==> src/rtl/seq_math_pkg.sv <==
// Shared types and sizing helpers for the sequential math coprocessor.
package seq_math_pkg;

    typedef enum logic [1:0] {
        M_DIV   = 2'd0,
        M_RECIP = 2'd1,
        M_SQRT  = 2'd2,
        M_BAD   = 2'd3
    } mode_t;

    typedef enum logic [1:0] {
        S_IDLE,
        S_ITER,
        S_ROUND,
        S_DONE
    } state_t;

    // Result width: integer part plus fraction bits.
    function automatic int unsigned calc_rw(input int unsigned w, input int unsigned fw);
        return w + fw;
    endfunction

    // Quotient bits produced by DIV/RECIP; one extra bit feeds the half-LSB rounding.
    function automatic int unsigned div_iters(input int unsigned w, input int unsigned fw);
        return w + fw + 1;
    endfunction

    // Square root consumes two radicand bits per iteration.
    function automatic int unsigned sqrt_iters(input int unsigned w);
        return w / 2;
    endfunction

    // Partial remainder width, one bit above the quotient width for the trial carry.
    function automatic int unsigned calc_pw(input int unsigned w, input int unsigned fw);
        return w + fw + 2;
    endfunction

endpackage

==> src/rtl/seq_math_unit_cond_sub_step.sv <==
// Combinational trial subtract: keeps the minuend when the subtract would borrow.
module cond_sub_step #(
    parameter int unsigned Width = 26
) (
    input  logic [Width-1:0] a_i,
    input  logic [Width-1:0] b_i,
    output logic             borrow_o,
    output logic [Width-1:0] res_o
);

    logic [Width:0] diff;

    // Extended subtract; the top bit is the borrow.
    always_comb begin
        diff     = {1'b0, a_i} - {1'b0, b_i};
        borrow_o = diff[Width];
        res_o    = diff[Width] ? a_i : diff[Width-1:0];
    end

endmodule

==> src/rtl/seq_math_unit.sv <==
// Sequential divide / reciprocal / integer square root with half-LSB upward rounding.
module seq_math_unit
    import seq_math_pkg::*;
#(
    parameter int unsigned W  = 16,
    parameter int unsigned FW = 8
) (
    input  logic            CLK,
    input  logic            Reset,
    input  logic            start,
    input  logic [1:0]      mode,
    input  logic [W-1:0]    opA,
    input  logic [W-1:0]    opB,
    output logic            busy,
    output logic            done,
    output logic [W+FW-1:0] result,
    output logic            err
);

    localparam int unsigned RW = calc_rw(W, FW);
    localparam int unsigned NW = div_iters(W, FW);
    localparam int unsigned PW = calc_pw(W, FW);
    localparam int unsigned H  = sqrt_iters(W);
    localparam int unsigned CW = $clog2(NW + 1);

    state_t          state_q;
    mode_t           op_q;
    logic [CW-1:0]   cnt_q;
    logic [NW-1:0]   num_q;   // dividend bits shift out, quotient bits shift in
    logic [W-1:0]    div_q;
    logic [W-1:0]    rad_q;
    logic [H-1:0]    root_q;
    logic [PW-1:0]   rem_q;

    logic [PW-1:0]   step_a;
    logic [PW-1:0]   step_b;
    logic [PW-1:0]   step_res;
    logic            step_borrow;
    logic [CW-1:0]   last_cnt;
    logic [NW-1:0]   q_inc;
    logic [RW-1:0]   div_res;
    logic            sq_up;
    logic [H:0]      sq_r;
    logic [H-1:0]    sq_sat;
    logic [RW-1:0]   sqrt_res;
    logic            bad_req;
    mode_t           req_mode;

    // Route the shared trial subtractor to the divide or square-root partials.
    always_comb begin
        step_a = {rem_q[PW-2:0], num_q[NW-1]};
        step_b = {{(PW-W){1'b0}}, div_q};
        if (op_q == M_SQRT) begin
            step_a = {rem_q[PW-3:0], rad_q[W-1 -: 2]};
            step_b = {{(PW-H-2){1'b0}}, root_q, 2'b01};
        end
    end

    cond_sub_step #(
        .Width (PW)
    ) u_step (
        .a_i      (step_a),
        .b_i      (step_b),
        .borrow_o (step_borrow),
        .res_o    (step_res)
    );

    // Request decode, iteration bound and final rounding of both datapaths.
    always_comb begin
        req_mode = mode_t'(mode);
        bad_req  = (req_mode == M_BAD) ||
                   ((req_mode == M_DIV) && (opB == '0)) ||
                   ((req_mode == M_RECIP) && (opA == '0));
        last_cnt = (op_q == M_SQRT) ? CW'(H - 1) : CW'(NW - 1);
        // Q never reaches all ones, so the increment cannot wrap.
        q_inc    = num_q + NW'(1);
        div_res  = RW'(q_inc >> 1);
        sq_up    = rem_q > {{(PW-H){1'b0}}, root_q};
        sq_r     = {1'b0, root_q} + {{H{1'b0}}, sq_up};
        sq_sat   = sq_r[H] ? {H{1'b1}} : sq_r[H-1:0];
        sqrt_res = {{(RW-H){1'b0}}, sq_sat};
    end

    // Control FSM with registered outputs and operand/partial registers.
    always_ff @(posedge CLK) begin
        if (Reset) begin
            state_q <= S_IDLE;
            op_q    <= M_DIV;
            cnt_q   <= '0;
            num_q   <= '0;
            div_q   <= '0;
            rad_q   <= '0;
            root_q  <= '0;
            rem_q   <= '0;
            busy    <= 1'b0;
            done    <= 1'b0;
            result  <= '0;
            err     <= 1'b0;
        end else begin
            done <= 1'b0;
            unique case (state_q)
                S_IDLE, S_DONE: begin
                    state_q <= S_IDLE;
                    if (start) begin
                        op_q   <= req_mode;
                        cnt_q  <= '0;
                        rem_q  <= '0;
                        root_q <= '0;
                        rad_q  <= opA;
                        div_q  <= (req_mode == M_RECIP) ? opA : opB;
                        num_q  <= (req_mode == M_RECIP) ? {1'b1, {(NW-1){1'b0}}}
                                                        : {opA, {(FW+1){1'b0}}};
                        if (bad_req) begin
                            state_q <= S_DONE;
                            done    <= 1'b1;
                            err     <= 1'b1;
                            result  <= '1;
                        end else begin
                            state_q <= S_ITER;
                            busy    <= 1'b1;
                        end
                    end
                end
                S_ITER: begin
                    rem_q <= step_res;
                    if (op_q == M_SQRT) begin
                        root_q <= {root_q[H-2:0], ~step_borrow};
                        rad_q  <= {rad_q[W-3:0], 2'b00};
                    end else begin
                        num_q <= {num_q[NW-2:0], ~step_borrow};
                    end
                    cnt_q <= cnt_q + CW'(1);
                    if (cnt_q == last_cnt) begin
                        state_q <= S_ROUND;
                    end
                end
                S_ROUND: begin
                    result  <= (op_q == M_SQRT) ? sqrt_res : div_res;
                    err     <= 1'b0;
                    done    <= 1'b1;
                    busy    <= 1'b0;
                    state_q <= S_DONE;
                end
                default: state_q <= S_IDLE;
            endcase
        end
    end

endmodule

==> config.mk <==
export PLATFORM = sky130hd
export DESIGN_NAME = seq_math_unit
export DESIGN_NICKNAME = d
export VERILOG_FILES = /design/src/rtl/seq_math_pkg.sv /design/src/rtl/seq_math_unit_cond_sub_step.sv /design/src/rtl/seq_math_unit.sv
export SDC_FILE = /design/constraint.sdc
export NUM_CORES = 1
export LEC_CHECK = 0
export ABC_CLOCK_PERIOD_IN_PS = 4190
export BUFFER_PORTS_ARGS = -buffer_cell sky130_fd_sc_hd__buf_2
export CAP_MARGIN = 5
export CELL_PAD_IN_SITES_DETAIL_PLACEMENT = 0
export CELL_PAD_IN_SITES_GLOBAL_PLACEMENT = 1
export CORE_MARGIN = 2
export CORE_UTILIZATION = 40
export CTS_BUF_LIST = sky130_fd_sc_hd__clkbuf_16
export CTS_CLUSTER_SIZE = 28
export DETAILED_ROUTE_END_ITERATION = 16
export PLACE_DENSITY_LB_ADDON = 0.1
export SETUP_SLACK_MARGIN = 0.1
export SYNTH_ARGS = -nofsm -noshare
export SYNTH_HDL_FRONTEND = slang
export SYNTH_SLANG_ARGS = --single-unit
==> constraint.sdc <==
create_clock -name CLK -period 4.19 [get_ports CLK]
set_clock_uncertainty 0.15 [all_clocks]
set_input_delay 0.838 -clock CLK [delete_from_list [all_inputs] [get_ports CLK]]
set_output_delay 0.838 -clock CLK [all_outputs]
set_load 0.02 [all_outputs]
# --- Yosys cells after proc, flatten, opt, wreduce, memory -nomap -nowiden ---
# Index checks and enable logic that the tools add are counted.
totals:
  elab_cells: 85
  ff_bits: 127
  output_inout_bits: 27
op_classes:
  n_mux: 37
  eq_ne: 13
  add_sub_neg: 4
  reduce_logical: 17
  n_lt_le_gt_ge: 1
  bitwise: 1
ops:
  columns: ["cell", "n"]
  rows:
  - ["$mux 26", 3]
  - ["$mux 25", 3]
  - ["$mux 24", 3]
  - ["$mux 16", 4]
  - ["$pmux 26 s2", 1]
  - ["$pmux 25 s2", 1]
  - ["$pmux 24 s2", 1]
  - ["$logic_not 16->1", 2]
  - ["$pmux 16 s2", 1]
  - ["$sub 26x16->27", 1]
  - ["$gt 26x8->1", 1]
  - ["$add 25x1->25 const B", 1]
  - ["$mux 8", 3]
  - ["$pmux 8 s2", 1]
  - ["$ne 2x2->1 const B", 6]
  - ["$reduce_and 3->1", 4]
  - ["$mux 5", 2]
  - ["$pmux 5 s2", 1]
  - ["$add 8x1->9", 1]
  - ["$eq 2x2->1 const B", 4]
  - ["$mux 1", 6]
  - ["$mux 2", 3]
  - ["$pmux 1 s2", 3]
  - ["$pmux 2 s3", 1]
  - ["other kinds (10)", 16]

# --- Logic depth before layout (Yosys ltp) ---
# Gate-level depths: netlist of run 1.
depth:
  ltp_word: 7
  mapped_depth: 18
  depth_no_buf: 16

# --- Modules after synthesis ---
# From an unflattened synthesis of run 1, not the netlist that was laid out.
hier_totals:
  hier_cells: 1093
  hier_area_um2: 8419.3
by_module_without_submodules:
  columns: ["mod", "area_per_inst_um2", "cells_each", "n_inst", "seq_area_each_um2"]
  rows:
  - ["seq_math_unit", 6472.5, 827, 1, 2542.4]
  - ["cond_sub_step", 1946.9, 266, 1, 0.0]

# --- Worst setup path before layout of run 1 ---
# OpenSTA, ideal clock, no wires.
synth_path:
  path_type: "register to register"
  startpoint: "register op_q[0]"
  endpoint: "register rem_q[25]"
  path_stages_with_launch: 17
  setup_ps: 117
  t_arrival_ps: 3810
  required_ps: 3923
  slack_ps: 113
  path_cell_list: "dfxtp_1 > nand2b_1 > clkbuf_1 > clkbuf_1 > buf_1 > buf_1 > mux2i_1 > ha_1 > o211ai_1 > a21oi_1 > o2111ai_1 > a211oi_1 > or2_1 > buf_6 > nand4_1 > xor2_1 > a22o_1"
synth_between:
  elab_chain_len: 5
  word_cells_on_any_way: 6
synth_rtl:
  columns: ["item", "line_no", "source"]
  rows:
  - ["start, declared", "seq_math_unit.sv:27", "mode_t op_q;"]
  - ["start signal, assigned", "seq_math_unit.sv:105", "op_q <= req_mode;"]
  - ["$eq 2x2->1 *", "seq_math_unit.sv:53", "if (op_q == M_SQRT) begin"]
  - ["$mux 26 or $mux 16 (tied branches)", "seq_math_unit.sv:53", null]
  - ["$sub 26x16->27", "seq_math_unit_cond_sub_step.sv:15", "diff = {1'b0, a_i} - {1'b0, b_i};"]
  - ["$mux 26 *", "seq_math_unit_cond_sub_step.sv:17", "res_o = diff[Width] ? a_i : diff[Width-1:0];"]
  - ["$pmux 26 s2 *", "seq_math_unit.sv:101", "unique case (state_q)"]
  - ["end signal, assigned", "seq_math_unit.sv:125", "rem_q <= step_res;"]
  - ["end, declared", "seq_math_unit.sv:33", "logic [PW-1:0] rem_q;"]
# Every way passes the cells marked *; elsewhere a longest branch is shown, timed or not.
# A chain may end at the register's enable or synchronous reset.

# --- Worst setup path after layout of run 1 ---
layout_path:
  startpoint: "register op_q[1]"
  endpoint: "register rem_q[14]"
# Same word-level chain as after synthesis.

==> run summary, run 1 <==
The startpoint of the most critical hold path is result[14]$_SDFFE_PP0P_. The number of hold violations in the final report is 0. The mapped netlist covers 0.00744 mm2. The share of cells above drive strength 1 came out at 12.5%. The number of standard cells after synthesis came out at 970.

For this run, the total global-route usage over all layers was measured as 22.9%. The portion of the clock cycle consumed by the worst path in the final layout is 86.1%. The count of final max-slew check failures came out at 0. The worst slew margin relative to its limit is 19.0%. The depth of the CTS H-tree came out at 4. The core region is 0.0181 mm2.

The sequential element share of the synthesized area is 34.2%. The net total in the final layout came out at 1081. The final wirelength is 22.3 mm.

After synthesis, the largest area contributor takes up 34.2% of total cell area. After layout, the worst setup slack is 582 ps. The starting DRC count in detailed routing is 563. The later pin in the worst-skew pair is clocked with a latency of 420 ps. The peak ir drop on the vdd network came out at 0.511 mV. The final antenna diode count is 0.

The layout overhead on the synthesized area came out at 14.7%. The flow ran to the end, and the final reports show no timing, DRC or antenna violations. The path with the worst hold slack has its endpoint at result[14]$_SDFFE_PP0P_. The chip width is 140 um. The number of standard-cell rows in the floorplan is 49. The most used flip-flop cell after synthesis is dfxtp_1. The post-route setup TNS came out at 0 ps. The number of vias in the routed layout is 7111. In the routed layout, each cell is associated on average with a via count of 5.67. The first global-routing pass estimated 36.1 mm of wire. The slack of the worst reg-to-reg path came out at 580 ps. TritonCTS built the clock tree. The count of endpoints failing setup in the final report is 0. The number of warnings reported in the yosys synthesis log came out at 0. The hold-fix buffer count after cts is 0. In this run the tool buffered the top-level ports with 63 buffer cells. The critical path data arrival time came out at 3770 ps. The area of the die is 0.0197 mm2. Once the floorplan was initialized, standard cells occupied 41.1% of the core. In the synthesized netlist the async set-or-reset flop fraction comes to 0%. The worst setup path is of the flop to flop kind.

The average detailed-routed wire length per instance is 17.8 um. Clock-pin slew was measured on the worst setup and hold paths at 60 ps. The most area-hungry cell type in the Yosys netlist is dfxtp_1. The path depth of the worst reg2reg path came out at 14.

The maximum number of pins on one net before global-route repair came out at 73. The final HPWL from detailed placement is 16.1 mm. After detailed placement, the total cell area comes to 0.00797 mm2. The finished cells cover 0.00853 mm2. The number of inserted filler cells in the final layout came out at 1873. The smallest hold slack came out at 308 ps. The placement-stage worst setup slack came out at 534 ps.

Yosys mapped a number of flops with a built-in enable equal to 0. Ranked by instance count, the synthesized netlist is headed by 146 x nand2_1, 127 x dfxtp_1, 122 x nor2_1. The initial antenna violation count is 0. The buffer count from post-CTS setup fixing is 0.

The average instance area after synthesis came out at 7.67 um2. The max capacitance violation total came out at 0. The number of global-route vias before repair is 6706. Measured along the y axis, the die boundary spans 140 um. The number of nets produced by synthesis came out at 1038.

Setup repair after global routing left no endpoint under its margin. The top fanout value on the critical path is 22. The congestion estimate from routability-driven global placement came to 0.809. During I/O placement, the number of pins put on the boundary was 64.

Based on the critical path, the design can be clocked at up to 277 MHz. The required time reported for the critical path endpoint is 4360 ps. The number of clock sinks is 127. After detailed routing, the number of remaining DRC violations is 0. The distinct cell type count after synthesis came out at 60. Power spread over the standard cell area amounts to 1030 mW/mm2. The kind of start point of the critical path is a flop.

In this run, CTS created clock tree buffers numbering 17. The most common cell in the synthesized netlist is nand2_1. The number of synthesized register bits came out at 127.

The path category of the worst min-delay check is flop to flop. At the pin with the least slew margin, the transition time is 1210 ps. The reg-to-reg endpoint is rem_q[14]$_SDFFE_PP0P_.

For this design the static power due to leakage is 3.52 nW. The total power of the final layout came out at 8.78 mW. The worst-case clock buffer depth is 2.

The count of nets left with antenna violations once routing finished came out at 0. The total congestion overflow after global routing is 0. Yosys attributes the largest share of cell area to dfxtp_1 34%, nand2_1 7.4%, nor2_1 6.2%, ha_1 5.0%, xnor2_1 4.1%. The clock tree root driver cell is clkbuf_16. Counting instances, the worst hold path has a depth of 2. The worst setup path is captured at a flop. The post-cts sizing count came out at 0. The final critical delay including setup and external delays is 3610 ps.

The first-pass detailed-route iteration total is 5. The worst register-to-register path begins at op_q[1]$_SDFFE_PP0P_.
[cell families after synthesis]
group | after synthesis | share of synthesized area [%]
and+or+nand+nor | 422 | 25.6
AOI/OAI and AO/OA | 235 | 21.5
DFF | 127 | 34.2
buffers and inverters | 82 | 4.48
xor gates and xnor gates | 51 | 6.01
adders and majority gates | 31 | 5.32
muxes | 22 | 2.96
[worst max-delay path by stage]
stage	end	from	cells after the start
after global routing	rem_q[19]$_SDFFE_PP0P_	op_q[1]$_SDFFE_PP0P_	13
final	rem_q[14]$_SDFFE_PP0P_	op_q[1]$_SDFFE_PP0P_	14
after floorplan	rem_q[25]$_SDFFE_PP0P_	op_q[0]$_SDFFE_PP0P_	16
after CTS	rem_q[12]$_SDFFE_PP0P_	op_q[1]$_SDFFE_PP0P_	12
after global placement	rem_q[13]$_SDFFE_PP0P_	op_q[1]$_SDFFE_PP0P_	12
after detailed placement	rem_q[13]$_SDFFE_PP0P_	op_q[1]$_SDFFE_PP0P_	12
[registers in the layout (all words and copies together), names as in the netlist]
name / flops
state_q: 2
div_q: 16
done: 1
cnt_q: 5
rad_q: 16
num_q: 25
rem_q: 26
busy: 1
op_q: 2
result: 24
root_q: 8
err: 1
[per-stage QoR]
stage | util [%] | cells
after floorplan | - | 970
after global placement | 44.1 | 1223
after detailed placement | 44.1 | 1223
after CTS | 47.2 | 1255
after global routing | 47.2 | 1255
final | 47.2 | 1255
[critical path, cell delays in order, from the launching register on]
cell	delay, ps
dfxtp_1	350
nor2b_2	330
buf_4	360
nand2_1	90
nand2_1	90
ha_1	280
a21o_1	180
or3_1	330
o2111ai_1	250
a211oi_1	130
or2_2	440
buf_4	220
nor2_2	70
a21oi_1	40
a22o_1	190
[metal layers]
metal	GRT usage, %	part of all wire (%)	vias up
li1	-	-	3586
met1	33.3	52	3355
met2	35.1	44	153
met3	4.34	3.6	17
met4	5.48	1.1	0
met5	0	0	-
[cell type report]
cell class	count	area (um2)	area share [%]
Sequential cell	127	2540	29.8
Multi-Input combinational cell	761	4570	53.6
Clock inverter	15	136	1.60
Inverter	22	82.6	0.968
Clock buffer	17	425	4.99
Timing Repair Buffer	84	488	5.72
Tap cell	229	287	3.36
[power breakdown]
part           switching (mW)  internal, mW  total [mW]
sequential              0.410          1.62        2.03
combinational            3.19          2.13        5.32
clock                   0.606         0.824        1.43
total                    4.21          4.57        8.78
[layout by cell type (no fill, tap or decap), types with 7 or more instances in the layout]
| cell | instances |
|---|---|
| nand2b_1 | 7 |
| a21oi_1 | 55 |
| a211oi_1 | 33 |
| buf_2 | 62 |
| a22oi_1 | 20 |
| nor4_1 | 15 |
| xnor2_1 | 35 |
| buf_4 | 21 |
| xor2_1 | 16 |
| a311oi_1 | 18 |
| dfxtp_1 | 127 |
| nand2_1 | 146 |
| nand3_1 | 22 |
| nor3_1 | 49 |
| nor2_1 | 121 |
| clkbuf_16 | 17 |
| inv_1 | 23 |
| o21ai_0 | 42 |
| mux2i_1 | 22 |
| nor2b_1 | 19 |
| a221oi_1 | 15 |
| ha_1 | 30 |
| nand4_1 | 11 |
No activity file was read; power rests on OpenSTA's default activity.
==> run 2: changes to the inputs <==
--- a/config.mk
+++ b/config.mk
@@ -5,13 +5,13 @@
 export SDC_FILE = /design/constraint.sdc
 export NUM_CORES = 1
 export LEC_CHECK = 0
-export ABC_CLOCK_PERIOD_IN_PS = 4190
+export ABC_CLOCK_PERIOD_IN_PS = 4200
 export BUFFER_PORTS_ARGS = -buffer_cell sky130_fd_sc_hd__buf_2
 export CAP_MARGIN = 5
 export CELL_PAD_IN_SITES_DETAIL_PLACEMENT = 0
 export CELL_PAD_IN_SITES_GLOBAL_PLACEMENT = 1
 export CORE_MARGIN = 2
-export CORE_UTILIZATION = 40
+export CORE_UTILIZATION = 48
 export CTS_BUF_LIST = sky130_fd_sc_hd__clkbuf_16
 export CTS_CLUSTER_SIZE = 28
 export DETAILED_ROUTE_END_ITERATION = 16
==> constraint.sdc (replaced) <==
create_clock -name CLK -period 4.2 [get_ports CLK]
set_clock_uncertainty 0.15 [all_clocks]
set_input_delay 0.84 -clock CLK [delete_from_list [all_inputs] [get_ports CLK]]
set_output_delay 0.84 -clock CLK [all_outputs]
set_load 0.02 [all_outputs]
==> run summary, run 2 (synthesized netlist as in run 1, its figures left out) <==
Registers with the highest flip-flop counts: rem_q (26), num_q (25), result (24) (unchanged). The final critical delay including setup and external delays came out at 3840 ps (was 3610 ps). The path category of the worst min-delay check is flop to flop (unchanged). The clock share of power is 18.3% (was 16.3%). The portion of the clock cycle consumed by the worst path in the final layout is 91.3% (was 86.1%). The number of global-route vias before repair came out at 6486 (was 6706). The clock transition time at the flip-flop clock pins of the worst setup and hold paths came out at 60 ps (about the same). The final HPWL from detailed placement is 15.5 mm (was 16.1 mm).

The slew at the pin closest to its max-slew limit came to 1170 ps (was 1210 ps). The initial standard-cell utilization of the core is 49.1% (was 41.1%). The max capacitance violation total came out at 0 (unchanged). The slack of the critical path is 364 ps (was 582 ps). The total congestion overflow after global routing is 0 (unchanged).

The clock tree root driver cell is clkbuf_16 (unchanged). The wire length of the first global-routing pass came out at 34.8 mm (was 36.1 mm). Status: finished, final reports clean (unchanged). The kind of start point of the critical path was a flop (unchanged).

The area of the die came to 0.0165 mm2 (was 0.0197 mm2). The power share of the sequential group came to 22.3% (was 23.1%). The core outline area came out at 0.0151 mm2 (was 0.0181 mm2).

The critical path data arrival time came out at 3990 ps (was 3770 ps). The final antenna diode count came out at 0 (unchanged). The most common cell after layout, fill and taps aside is nand2_1 (unchanged).

The number of vias in the routed layout is 7134 (was 7111). The count of endpoints failing setup in the final report is 0 (unchanged). The vertical extent of the die was 128 um (was 140 um). The worst-case clock buffer depth was 2 (unchanged).

The first-pass detailed-route iteration total was 7 (was 5). The number of I/O pins came out at 64 (unchanged). The reported leakage power is 3.56 nW (was 3.52 nW). The number of clock sinks came out at 127 (unchanged). The buffer count from post-CTS setup fixing is 0 (unchanged). The final wirelength is 21.4 mm (was 22.3 mm). The number of remaining DRC errors came out at 0 (unchanged). The peak ir drop on the vdd network came out at 0.536 mV (was 0.511 mV). The total global-route track usage is 26.6% (was 22.9%). The element type at the critical path end is a flop (unchanged). The worst slew margin relative to its limit was 21.6% (was 19.0%). The switching share of power is 46.2% (was 47.9%). The worst setup path category was flop to flop (unchanged). The required time reported for the critical path endpoint is 4360 ps (about the same).

The hold-fix buffer count after cts was 0 (unchanged). The number of inserted filler cells in the final layout came to 1451 (was 1873). The clock latency of the later-clocked register in the worst-skew pair came to 420 ps (about the same). The internal cell power came out at 4.84 mW (was 4.57 mW). The core utilization of the finished layout is 56.7% (was 47.2%). RSZ-0062 raised after global routing: no (unchanged). The depth of the CTS H-tree came to 4 (unchanged). The maximum number of pins on one net before global-route repair is 57 (was 73). The post-route setup TNS came out at 0 ps (unchanged). The CTS buffer count is 17 (unchanged). The number of standard-cell rows in the floorplan came out at 45 (was 49). The layout overhead on the synthesized area came out at 15.5% (was 14.7%). The chip width is 128 um (was 140 um). The initial antenna violation count came out at 0 (unchanged). The starting DRC count in detailed routing came out at 588 (was 563). The portion of total power attributed to combinational logic came to 59.3% (was 60.6%). The final estimated routing congestion in global placement is 0.954 (was 0.809). The net switching power of the design is 4.16 mW (was 4.21 mW). The post-cts sizing count is 1 (was 0). The number of hold violations in the final report is 0 (unchanged). The share of cells above drive strength 1 is 13.0% (was 12.5%). The count of final max-slew check failures was 0 (unchanged). The top fanout value on the critical path came out at 27 (was 22). The placement-stage worst setup slack is 61.0 ps (was 534 ps).

The total of buffers placed on input and output ports came to 63 (unchanged). The number of vias per cell after detailed routing came to 5.87 (was 5.67). The net total in the final layout is 1082 (was 1081). The average detailed-routed wire length per instance came out at 17.6 um (was 17.8 um). The maximum achievable frequency is 261 MHz (was 277 MHz). The number of nets still failing antenna checks after routing is 0 (unchanged). The ratio of total power to cell area came out at 1050 mW/mm2 (was 1030 mW/mm2).

The register ranked first by flip-flop count is rem_q (unchanged). The total power of the final layout was 8.99 mW (was 8.78 mW). The flip-flop count of the largest register, all copies and words added is 26 (unchanged). Most frequent cells in the layout: 146 x nand2_1, 127 x dfxtp_1, 120 x nor2_1 (was 146 x nand2_1, 127 x dfxtp_1, 121 x nor2_1). The TritonCTS clock tree is done (unchanged).
-- run 2: cell types whose count changed in the layout (fill, tap and decap cells not counted), moves of 2 or more --
cell and change:
bufinv_16 +4, clkinv_4 +2, buf_4 +2, inv_6 -3
-- run 2: metal layers --
metal / GRT usage, % / vias up / share of wire [%] / wire length [um]
met1: 40.4 / 3328 / 50 / 10600
li1: - / 3568 / - / -
met2: 39.1 / 215 / 43 / 9240
met5: 0 / - / 0 / 0
met3: 3.99 / 23 / 5.8 / 1230
met4: 7.18 / 0 / 1.4 / 291
-- run 2: final cells by class --
class	instances	area [um2]	share of cell area, %
Clock buffer	17	425	4.95
Clock inverter	15	235	2.74
Inverter	22	82.6	0.962
Multi-Input combinational cell	761	4580	53.4
Sequential cell	127	2540	29.6
Tap cell	188	235	2.74
Timing Repair Buffer	85	483	5.62
-- run 2: worst max-delay path: stages, from the launching register on --
cell and delay (ps):
dfxtp_1 400, nand2b_2 330, buf_4 400, mux2i_1 230
ha_1 290, a21o_1 180, or3_1 340, o2111ai_1 290
a211oi_2 140, or2_4 340, buf_4 200, nand2_4 70
o22ai_2 50, a221o_1 320
-- run 2: worst paths after layout --
check / start / to / slack (ps) / depth (start not counted)
worst min register to register: result[14]$_SDFFE_PP0P_ / result[14]$_SDFFE_PP0P_ / 300 / 2
worst min-delay path: result[14]$_SDFFE_PP0P_ / result[14]$_SDFFE_PP0P_ / 300 / 2
worst max register to register: op_q[0]$_SDFFE_PP0P_ / rem_q[21]$_SDFFE_PP0P_ / 360 / 13
worst max-delay path: op_q[0]$_SDFFE_PP0P_ / rem_q[21]$_SDFFE_PP0P_ / 360 / 13
-- run 2: through the flow --
step / hold WS [ps] / area, um2 / std cells
detailed placement: 296 / 7920 / 1183
global route: 333 / 8590 / 1215
global placement: 294 / 7920 / 1183
finish: 301 / 8590 / 1215
CTS: 303 / 8580 / 1215
floorplan: 285 / 7440 / 970
-- run 2: power by group through the flow --
stage          Clock, mW  Combinational, mW  Sequential, mW
2_1_floorplan          0               4.02            2.00
3_3_place_gp           0               5.27            2.01
3_5_place_dp           0               5.25            2.02
4_1_cts             1.67               5.32            1.99
5_1_grt             1.72               5.96            2.06
6_report            1.65               5.34            2.01
